## config.mk

```make
export PLATFORM = sky130hd
export DESIGN_NAME = pipe_adder
export DESIGN_NICKNAME = d
export VERILOG_FILES = /design/src/rtl/pipe_adder_pkg.sv /design/src/rtl/pipe_adder_slice.sv /design/src/rtl/pipe_adder.sv
export SDC_FILE = /design/constraint.sdc
export NUM_CORES = 1
export LEC_CHECK = 0
export BUFFER_PORTS_ARGS = -buffer_cell sky130_fd_sc_hd__buf_2
export CAP_MARGIN = 10
export CORE_MARGIN = 3
export CORE_UTILIZATION = 30
export DETAILED_ROUTE_END_ITERATION = 10
export SLEW_MARGIN = 10
export SYNTH_ARGS = -nofsm -noshare
export SYNTH_HDL_FRONTEND = slang
export SYNTH_SLANG_ARGS = --single-unit
```

## constraint.sdc

```tcl
create_clock -name CK -period 2.2 [get_ports CK]
set_clock_uncertainty 0.2 [all_clocks]
set_input_delay 0.33 -clock CK [delete_from_list [all_inputs] [get_ports CK]]
set_output_delay 0.33 -clock CK [all_outputs]
set_load 0.02 [all_outputs]
```

## src/rtl/pipe_adder_pkg.sv

```systemverilog
// pipe_adder_pkg: shared mode encoding, parameter legality check and slice-width helper
package pipe_adder_pkg;

    typedef enum logic {
        MODE_ADD = 1'b0,
        MODE_SUB = 1'b1
    } mode_e;

    localparam int MIN_WIDTH  = 2;
    localparam int MAX_WIDTH  = 64;
    localparam int MAX_STAGES = 8;

    function automatic bit params_ok(input int width, input int stages);
        return width >= MIN_WIDTH && width <= MAX_WIDTH &&
               stages >= 1 && stages <= MAX_STAGES && (width % stages) == 0;
    endfunction

    function automatic int slice_w(input int width, input int stages);
        return width / stages;
    endfunction

endpackage

```

## src/rtl/pipe_adder_slice.sv

```systemverilog
// pipe_adder_slice: one SW-bit adder slice plus its valid, carry, operand and partial-sum registers
module pipe_adder_slice #(
    parameter int WIDTH = 8,
    parameter int SW    = 4,
    parameter int K     = 0
) (
    input  logic             clk,
    input  logic             rst,
    input  logic             adv,
    input  logic             v_i,
    input  logic             c_i,
    input  logic [WIDTH-1:0] a_i,
    input  logic [WIDTH-1:0] b_i,
    input  logic [WIDTH-1:0] s_i,
    output logic             v_q,
    output logic             c_q,
    output logic [WIDTH-1:0] a_q,
    output logic [WIDTH-1:0] b_q,
    output logic [WIDTH-1:0] s_q
);
    logic [SW:0]      sum;
    logic             v_d, c_d;
    logic [WIDTH-1:0] a_d, b_d, s_d, s_n;

    always_comb begin
        sum = {1'b0, a_i[K*SW +: SW]} + {1'b0, b_i[K*SW +: SW]} + {{SW{1'b0}}, c_i};
        s_n = s_i;
        s_n[K*SW +: SW] = sum[SW-1:0];
        v_d = adv ? v_i : v_q;
        c_d = adv ? sum[SW] : c_q;
        a_d = adv ? a_i : a_q;
        b_d = adv ? b_i : b_q;
        s_d = adv ? s_n : s_q;
    end

    always_ff @(posedge clk or posedge rst) begin
        if (rst) begin
            v_q <= 1'b0;
            c_q <= 1'b0;
            a_q <= '0;
            b_q <= '0;
            s_q <= '0;
        end else begin
            v_q <= v_d;
            c_q <= c_d;
            a_q <= a_d;
            b_q <= b_d;
            s_q <= s_d;
        end
    end

endmodule

```

## src/rtl/pipe_adder.sv

```systemverilog
// pipe_adder: STAGES-deep carry-pipelined adder/subtractor with valid/ready handshakes
// on both sides; each stage resolves one SW-bit slice using the carry registered upstream.
module pipe_adder
    import pipe_adder_pkg::*;
#(
    parameter int WIDTH  = 8,
    parameter int STAGES = 2,
    parameter bit INV_S  = 1'b0,
    parameter bit INV_CO = 1'b0
) (
    input  logic             CK,
    input  logic             CLR,
    input  logic [WIDTH-1:0] A,
    input  logic [WIDTH-1:0] B,
    input  logic             CI,
    input  logic             SUB,
    input  logic             IN_VALID,
    output logic             IN_READY,
    output logic [WIDTH-1:0] S,
    output logic             CO,
    output logic             OV,
    output logic             OUT_VALID,
    input  logic             OUT_READY
);
    localparam int SW = slice_w(WIDTH, STAGES);

    if (!params_ok(WIDTH, STAGES)) begin : g_bad_params
        $error("pipe_adder: WIDTH must be 2..64, STAGES 1..8, and WIDTH divisible by STAGES");
    end

    logic             is_sub;
    logic [STAGES:0]  v_w, c_w, rdy;
    logic [WIDTH-1:0] a_w [STAGES+1];
    logic [WIDTH-1:0] b_w [STAGES+1];
    logic [WIDTH-1:0] s_w [STAGES+1];
    logic             unused_lsbs;

    // Subtraction is A + ~B + !CI, so B and the carry are conditioned before stage 0.
    assign is_sub = mode_e'(SUB) == MODE_SUB;
    assign v_w[0] = IN_VALID;
    assign c_w[0] = is_sub ? !CI : CI;
    assign a_w[0] = A;
    assign b_w[0] = is_sub ? ~B : B;
    assign s_w[0] = '0;

    // A stage advances when empty or when its successor advances; this chain is the
    // only combinational path and runs from OUT_READY back to IN_READY.
    always_comb begin
        rdy[STAGES] = OUT_READY;
        for (int k = STAGES - 1; k >= 0; k--)
            rdy[k] = !v_w[k+1] || rdy[k+1];
    end

    for (genvar k = 0; k < STAGES; k++) begin : g_stage
        pipe_adder_slice #(
            .WIDTH(WIDTH),
            .SW   (SW),
            .K    (k)
        ) u_slice (
            .clk(CK),
            .rst(CLR),
            .adv(rdy[k]),
            .v_i(v_w[k]),
            .c_i(c_w[k]),
            .a_i(a_w[k]),
            .b_i(b_w[k]),
            .s_i(s_w[k]),
            .v_q(v_w[k+1]),
            .c_q(c_w[k+1]),
            .a_q(a_w[k+1]),
            .b_q(b_w[k+1]),
            .s_q(s_w[k+1])
        );
    end

    assign IN_READY  = rdy[0];
    assign OUT_VALID = v_w[STAGES];
    assign S         = s_w[STAGES] ^ {WIDTH{INV_S}};
    assign CO        = c_w[STAGES] ^ INV_CO;
    // Overflow uses the already-conditioned B MSB and the non-inverted sum.
    assign OV = (a_w[STAGES][WIDTH-1] == b_w[STAGES][WIDTH-1]) &&
                (s_w[STAGES][WIDTH-1] != a_w[STAGES][WIDTH-1]);
    assign unused_lsbs = ^{a_w[STAGES][WIDTH-2:0], b_w[STAGES][WIDTH-2:0]};

endmodule

```

* Word-level counts from Yosys, hierarchy flattened
Index checks and enable logic that the tools add are counted.
** Storage, ports and cells
- Bits in registers :: 48
- Input port bits :: 22
- Output and inout bits :: 12
- Word-level logic and storage cells :: 25
** Cells by class
- $add $sub $neg :: 4
- Equal/unequal tests :: 2
- Multiplexer cells :: 2
- Bitwise operators :: 1
- Reductions and logical operators :: 6
** Operators with widths (number)
- $add A4 B4 Y5 :: 2
- $add A5 B1 Y5 :: 2
- $mux W8 :: 1
- $not A8 Y8 :: 1
- $logic_not A1 Y1 :: 3
- $logic_or A1 B1 Y1 :: 2
- $eq A1 B1 Y1 :: 1
- $logic_and A1 B1 Y1 :: 1
- $mux W1 :: 1
- $ne A1 B1 Y1 :: 1

* Logic depth before layout (Yosys ltp)
Gate-level depths: netlist of run 1.
- Depth in word-level cells :: 4
- Gate-level depth with buffers :: 7

* Modules after synthesis
Synthesis of run 1 repeated with hierarchy kept, for this count alone.
** Unflattened totals
- Cells, all modules :: 168
- Area, all modules :: 2353.5 µm²
** By module, submodules not included
- pipe_adder_slice :: times used 2, cells each 76, area an instance 1114.8 µm², sequential area each 650.6 µm²
- pipe_adder :: times used 1, cells each 16, area an instance 123.9 µm², sequential area each 0.0 µm²

* Least setup slack after synthesis of run 1
No wires, ideal clock.
- Path type :: input to register
- Start point :: input SUB
- End point :: register g_stage[0].u_slice.c_q
- Library setup time :: 131 ps
- Data arrival time :: 1892 ps
- Slack :: -23 ps
- Stages :: 7
- Path buffers :: 1
- Path through :: buf_2 xor2_1 fa_1 fa_1 a21o_1 a21oi_1 a21oi_1
** Between the ends
- Longest elaborated chain between the ends :: 3
- Elaborated cells between the ends (all ways) :: 4
** Ends and longest elaborated chain
- start: declaration :: RTL line pipe_adder.sv:16 : input logic SUB,
- $mux W8 :: RTL line pipe_adder.sv:43 : assign b_w[0] = is_sub ? ~B : B;
- $add A4 B4 Y5 :: RTL line pipe_adder_slice.sv:26 : sum = {1'b0, a_i[K*SW +: SW]} + {1'b0, b_i[K*SW +: SW]} + {{SW{1'b0}}, c_i};
- $add A5 B1 Y5 * :: RTL line pipe_adder_slice.sv:26
- end signal: assignment :: RTL line pipe_adder_slice.sv:39 : c_q <= 1'b0;
- end signal: assignment :: RTL line pipe_adder_slice.sv:45 : c_q <= c_d;
- end: declaration :: RTL line pipe_adder_slice.sv:16 : output logic c_q,
Every way passes the cells marked *; elsewhere a longest branch is shown, timed or not.
A chain may end at the register's enable or synchronous reset.

* Final worst setup path of run 1
Ends and elaborated chain as after synthesis.

==> results.tsv, run 1 <==
stage	metric	value	unit
routing	drt total wl	2.51	mm
critical_path	Worst Path Required	2.15	ns
global_route	grt ovf	0	
clock_tree	Resized Gates After CTS	0	
power	sw power	0.466	mW
power	Power Dens Cells	857	nW/µm²
final_layout	most frequent cells in the layout	buf_2 (33), dfrtp_1 (26), nand2_1 (25)	
sta	Fin Hold WS	0.0689	ns
global_route	initial antenna violation count	0	
power	Internal Dissipation	0.932	mW
final_layout	synth-to-layout area growth	20.7	%
critical_path	startpoint types	input port	
final_layout	fraction of layout cells with a size suffix above 1	28.1	%
synthesis	Synth top area share	48.1	%
global_route	vias in the first global route	945	
floorplanning	width of the chip	73.1	µm
routing	post-detailed-route wirelength per cell	11.5	µm
clock_tree	H-tree Lvls	1	
clock_tree	clock net sink count	26	
critical_path	CP Max Fanout	3	
routing	Via Count	985	
routing	DRC Markers	0	
clock_tree	CTS tree	yes	
clock_tree	clock insertion delay at the later pin of the skew report	0.27	ns
global_route	first-pass GRT wire length	4.14	mm
clock_tree	Post-CTS Hold Buffers	1	
sta	RSZ-0062 raised after global routing	no	
routing	DR vias/cell	4.54	
synthesis	sequential fraction of the synthesis area	48.1	%
critical_path	crit path DAT	1.80	ns
floorplanning	starting density of the core	32.4	%
synthesis	Mapped Cells	132	
final_layout	final core occ	39.1	%
placement	IO buf count	33	
power	sw frac	33.4	%
final_layout	Ant. Diodes	0	
synthesis	synth warn	0	
clock_tree	Longest Clk Path Bufs	2	
clock_tree	postcts setup bufs	0	
synthesis	syn_nets	164	
floorplanning	core box area	4170	µm²
clock_tree	clock-pin slew on the worst setup and hold paths	0.08	ns
global_route	largest net degree at the start of global routing	27	
synthesis	most area-consuming cells after synthesis	dfrtp_1 (48%), nand2_1 (6.9%), fa_1 (5.9%), ha_1 (5.6%), xor2_1 (4.5%)	
sta	Max Freq	539	MHz
outcome	status	completed	
power	Peak VDD IR	0.268	mV
sta	final hold vios	0	
worst_hold_path	worst hold-check path type	in2reg	
global_route	gr usage total	10.1	%
synthesis	syn_area_per_cell	10.2	µm²
sta	Final Setup Violations	0	
job	max cap viols	0	
routing	drt first-iter violations	37	
routing	Final ANT Viol Nets	0	
critical_path	CP Class	in2reg	
sta	worst slew pin tran	0.593	ns
power	Comb pwr share	31.8	%
floorplanning	row count	23	
sta	Pins Over Slew Limit	0	
placement	DPL Wire Length	1.89	mm
synthesis	Netlist cell types	27	
floorplanning	die height	73.1	µm
critical_path	CP Capture Type	register	
synthesis	Yosys reg bits	26	
clock_tree	CTS Buf Count	3	
sta	Slew headroom	60.4	%
power	part of the power in registers	46.5	%
floorplanning	die footprint	5350	µm²
routing	DRT Pass-1 Iters	2	
placement	GPL Wtd Cong	0.711	
final_layout	commonest non-fill, non-tap cell in the layout	buf_2	
sta	Period minus WS final	1.86	ns
synthesis	Synth area leader	dfrtp_1	
floorplanning	I/O pins	34	
clock_tree	Root Buffer	clkbuf_8	
sta	final setup TNS	0	ns
power	leakage	0.810	nW
synthesis	mapped cell area	1350	µm²
sta	crit share post-route	84.4	%
final_layout	Layout Nets	200	
power	clock network power share	21.7	%
[worst max-delay path, cell delays in order]
cell,delay [ns]
buf_2,0.12
xor2_1,0.17
fa_1,0.43
fa_2,0.37
a21o_1,0.18
a21oi_1,0.13
a21oi_1,0.07
[through the flow]
stage	worst slack, ns	power [mW]	cells	area (µm²)
after floorplan	0.0245	0.964	132	1350
after global placement	0.0649	1.10	212	1570
final	0.344	1.40	217	1630
after detailed placement	0.0534	1.11	212	1570
after global routing	0.282	1.50	217	1630
after CTS	0.344	1.42	217	1630
[path summary, 6_finish.rpt]
kind,from,end,slack [ns],depth (start not counted)
worst max-delay path,SUB,g_stage[0].u_slice.c_q,0.34,7
max in group asynchronous,CLR,g_stage[0].u_slice.c_q,1.11,4
min in group asynchronous,CLR,g_stage[1].u_slice.a_q[7],0.45,4
worst max register to register,g_stage[0].u_slice.a_q[4],g_stage[1].u_slice.c_q,0.40,6
worst min-delay path,IN_VALID,g_stage[0].u_slice.v_q,0.07,2
worst min register to register,g_stage[1].u_slice.s_q[0],g_stage[1].u_slice.s_q[0],0.27,2
[state kept, by name, indices dropped and copies added, names as in the netlist]
register             flops
g_stage.u_slice.v_q      2
g_stage.u_slice.a_q      5
g_stage.u_slice.s_q     12
g_stage.u_slice.c_q      2
g_stage.u_slice.b_q      5
[power groups by stage]
stage	Combinational, mW	Sequential [mW]	Clock, mW
finish	0.445	0.650	0.304
global route	0.498	0.668	0.337
CTS	0.454	0.651	0.316
detailed placement	0.451	0.660	0
global placement	0.439	0.659	0
floorplan	0.243	0.721	0
[layer usage]
layer  vias up  share of wire [%]  global-route usage [%]  routed length, µm
li1        505                  -                       -                  -
met5         -                  0                       0                  0
met4         0                1.2                    5.53                 29
met1       462                 45                    12.2               1120
met2        16                 50                    17.1               1240
met3         2                4.6                    1.52                115
[cell usage after synthesis, drive strengths merged]
| cell type | instances |
|---|---|
| and4 | 1 |
| xor2 | 7 |
| a221oi | 1 |
| nor2 | 11 |
| nand3b | 1 |
| dfrtp | 26 |
| buf | 5 |
| nand2 | 25 |
| nor2b | 3 |
| o21ai | 4 |
| o2111ai | 1 |
| nor3 | 1 |
| clkbuf | 1 |
| mux2i | 1 |
| a21oi | 11 |
| nand3 | 2 |
| ha | 6 |
| a21o | 1 |
| nand2b | 3 |
| mux2 | 5 |
| or4 | 1 |
| fa | 4 |
| inv | 7 |
| xnor2 | 4 |
[cell families after synthesis]
family,share of synthesized area (%)
buffers and inverters,4.72
adders and majority gates,11.5
AOI/OAI and AO/OA,7.41
and+or+nand+nor,16.2
xor gates and xnor gates,7.13
DFF,48.1
muxes,4.91
[area by class of cell]
cell class              count  area, µm²
fillers                   431       2540
well taps                  50       62.6
clock buffers               4       55.1
inverters                   7       26.3
repair buffers             37        198
flip-flops and latches     26        651
multi-input cells          93        639
(Power assumes the default switching activity.)
==> run 2: changes to the inputs <==
Clock period 2.2 ns to 1.75 ns, I/O delays scaled along.
==> results.tsv, run 2 (synthesis results as in run 1) <==
stage	metric	value	unit
critical_path	CP Capture Type	register	
clock_tree	clock-pin slew on the worst setup and hold paths	0.09	ns
clock_tree	clock insertion delay at the later pin of the skew report	0.27	ns
global_route	met2 GRT Util	16.0	%
sta	final setup TNS	0	ns
routing	DRC Markers	0	
final_layout	most frequent cells in the layout	buf_2 (33), dfrtp_1 (26), nand2_1 (25)	
placement	GPL Wtd Cong	0.742	
sta	Fin Hold WS	0.0131	ns
final_layout	area of the multi-input gates	658	µm²
critical_path	crit path DAT	1.66	ns
sta	worst slew pin tran	0.323	ns
global_route	met1 usage	14.2	%
clock_tree	CTS tree	yes	
worst_hold_path	worst hold-check path type	in2reg	
critical_path	startpoint types	input port	
outcome	status	completed	
final_layout	Layout Cells excl Fill	221	
routing	Via Count	975	
floorplanning	starting density of the core	32.4	%
final_layout	Largest regs	g_stage.u_slice.s_q x12, g_stage.u_slice.a_q x5, g_stage.u_slice.b_q x5	
global_route	met3 Usage GRT	2.34	%
clock_tree	postcts setup bufs	0	
global_route	first-pass GRT wire length	4.39	mm
final_layout	synth-to-layout area growth	24.7	%
routing	DRT Pass-1 Iters	4	
placement	dpl cells	214	
placement	IO buf count	33	
final_layout	fraction of layout cells with a size suffix above 1	32.2	%
final_layout	fillers	428	
routing	drt total wl	2.53	mm
global_route	grt ovf	0	
final_layout	max reg flops	12	
final_layout	commonest non-fill, non-tap cell in the layout	buf_2	
job	max cap viols	0	
sta	final hold vios	0	
final_layout	Ant. Diodes	0	
critical_path	Worst R2R Setup Slack	0.06	ns
clock_tree	clock net sink count	26	
clock_tree	Root Buffer	clkbuf_8	
global_route	vias in the first global route	991	
clock_tree	Longest Clk Path Bufs	2	
critical_path	end point of the critical path	g_stage[0].u_slice.c_q	
worst_hold_path	worst hold start	A[6]	
routing	DR vias/cell	4.41	
power	leakage	0.826	nW
critical_path	max incr delay on CP	0.40	ns
floorplanning	I/O pins	34	
critical_path	RR Endpoint	g_stage[1].u_slice.s_q[5]	
final_layout	FF+latch area	651	µm²
sta	Pins Over Slew Limit	0	
sta	crit share post-route	97.4	%
critical_path	CP dominant cell by count	fa_2	
sta	Period minus WS final	1.70	ns
clock_tree	CTS Buf Count	3	
critical_path	Critical R2R Launch	g_stage[0].u_slice.a_q[4]	
routing	drt first-iter violations	40	
global_route	initial antenna violation count	0	
critical_path	CP Max Fanout	3	
placement	DPL Wire Length	2.01	mm
sta	Final Setup Violations	0	
global_route	grt peak-use layer	met2	
critical_path	CP Class	in2reg	
critical_path	worst setup path startpoint	SUB	
critical_path	FF-to-FF path depth	4	
final_layout	Layout Nets	204	
floorplanning	die footprint	5350	µm²
critical_path	CP cell instances	buf_2 > xor2_2 > fa_2 > fa_2 > a21o_1 > a21oi_2 > a21oi_1	
floorplanning	core box area	4170	µm²
sta	Max Freq	587	MHz
routing	Final ANT Viol Nets	0	
routing	post-detailed-route wirelength per cell	11.5	µm
sta	Slew headroom	78.5	%
critical_path	slowest library cell on the worst path	fa_2	
critical_path	Worst Path Required	1.71	ns
global_route	gr usage total	10.6	%
power	Peak VDD IR	0.285	mV
power	Power Dens Cells	1050	nW/µm²
floorplanning	die height	73.1	µm
floorplanning	row count	23	
final_layout	Biggest register	g_stage.u_slice.s_q	
floorplanning	width of the chip	73.1	µm
clock_tree	H-tree Lvls	1	
global_route	largest net degree at the start of global routing	27	
[run 2: final cells by class]
type	count	share of cell area (%)
Multi-Input combinational cell	93	39.0
Inverter	7	1.56
Clock buffer	4	3.27
Sequential cell	26	38.6
Tap cell	50	3.71
Timing Repair Buffer	41	13.8
[run 2: per-stage QoR]
stage / worst slack (ns) / total power, mW / area [µm²] / utilization (%)
2_1_floorplan: -0.240 / 1.22 / 1380 / -
3_3_place_gp: -0.285 / 1.39 / 1590 / 38.1
3_5_place_dp: -0.302 / 1.40 / 1590 / 38.1
4_1_cts: 0.0239 / 1.80 / 1680 / 40.2
5_1_grt: -0.00905 / 1.93 / 1690 / 40.4
6_report: 0.0453 / 1.78 / 1690 / 40.4
[run 2: how the worst min path moves through the flow]
| stage | end | slack [ns] | depth (start not counted) |
|---|---|---|---|
| 2_1_floorplan | g_stage[0].u_slice.a_q[4] | 0.10 | 1 |
| 3_3_place_gp | g_stage[1].u_slice.s_q[0] | 0.13 | 3 |
| 3_5_place_dp | g_stage[1].u_slice.s_q[1] | 0.13 | 3 |
| 4_1_cts | g_stage[0].u_slice.a_q[6] | 0.009 | 2 |
| 5_1_grt | g_stage[0].u_slice.a_q[6] | 0.02 | 2 |
| 6_report | g_stage[0].u_slice.a_q[6] | 0.01 | 2 |
[run 2: per-layer routing]
layer	part of all wire [%]	routed length, µm
met5	0	0
met3	6.0	151
met4	2.2	55
met2	44	1120
met1	48	1210
[run 2: power breakdown]
group / switching [mW] / internal (mW) / total, mW
Combinational: 0.328 / 0.246 / 0.574
Sequential: 0.0807 / 0.735 / 0.816
Clock: 0.185 / 0.201 / 0.386
Total: 0.594 / 1.18 / 1.78
[run 2: timing repair]
action,in CTS,in global routing
pin swaps,1,3
hold buffers,3,0
hold endpoints to repair,28,0
gates resized for setup,1,4
setup endpoints to repair,3,3
[run 2: worst max-delay path, delay by kind of cell]
kind	cells	cell delay (ns)
buffers and inverters	1	0.13
AO/OA/AOI/OAI	3	0.35
adder cells (fa/ha/maj)	2	0.76
XOR/XNOR	1	0.16
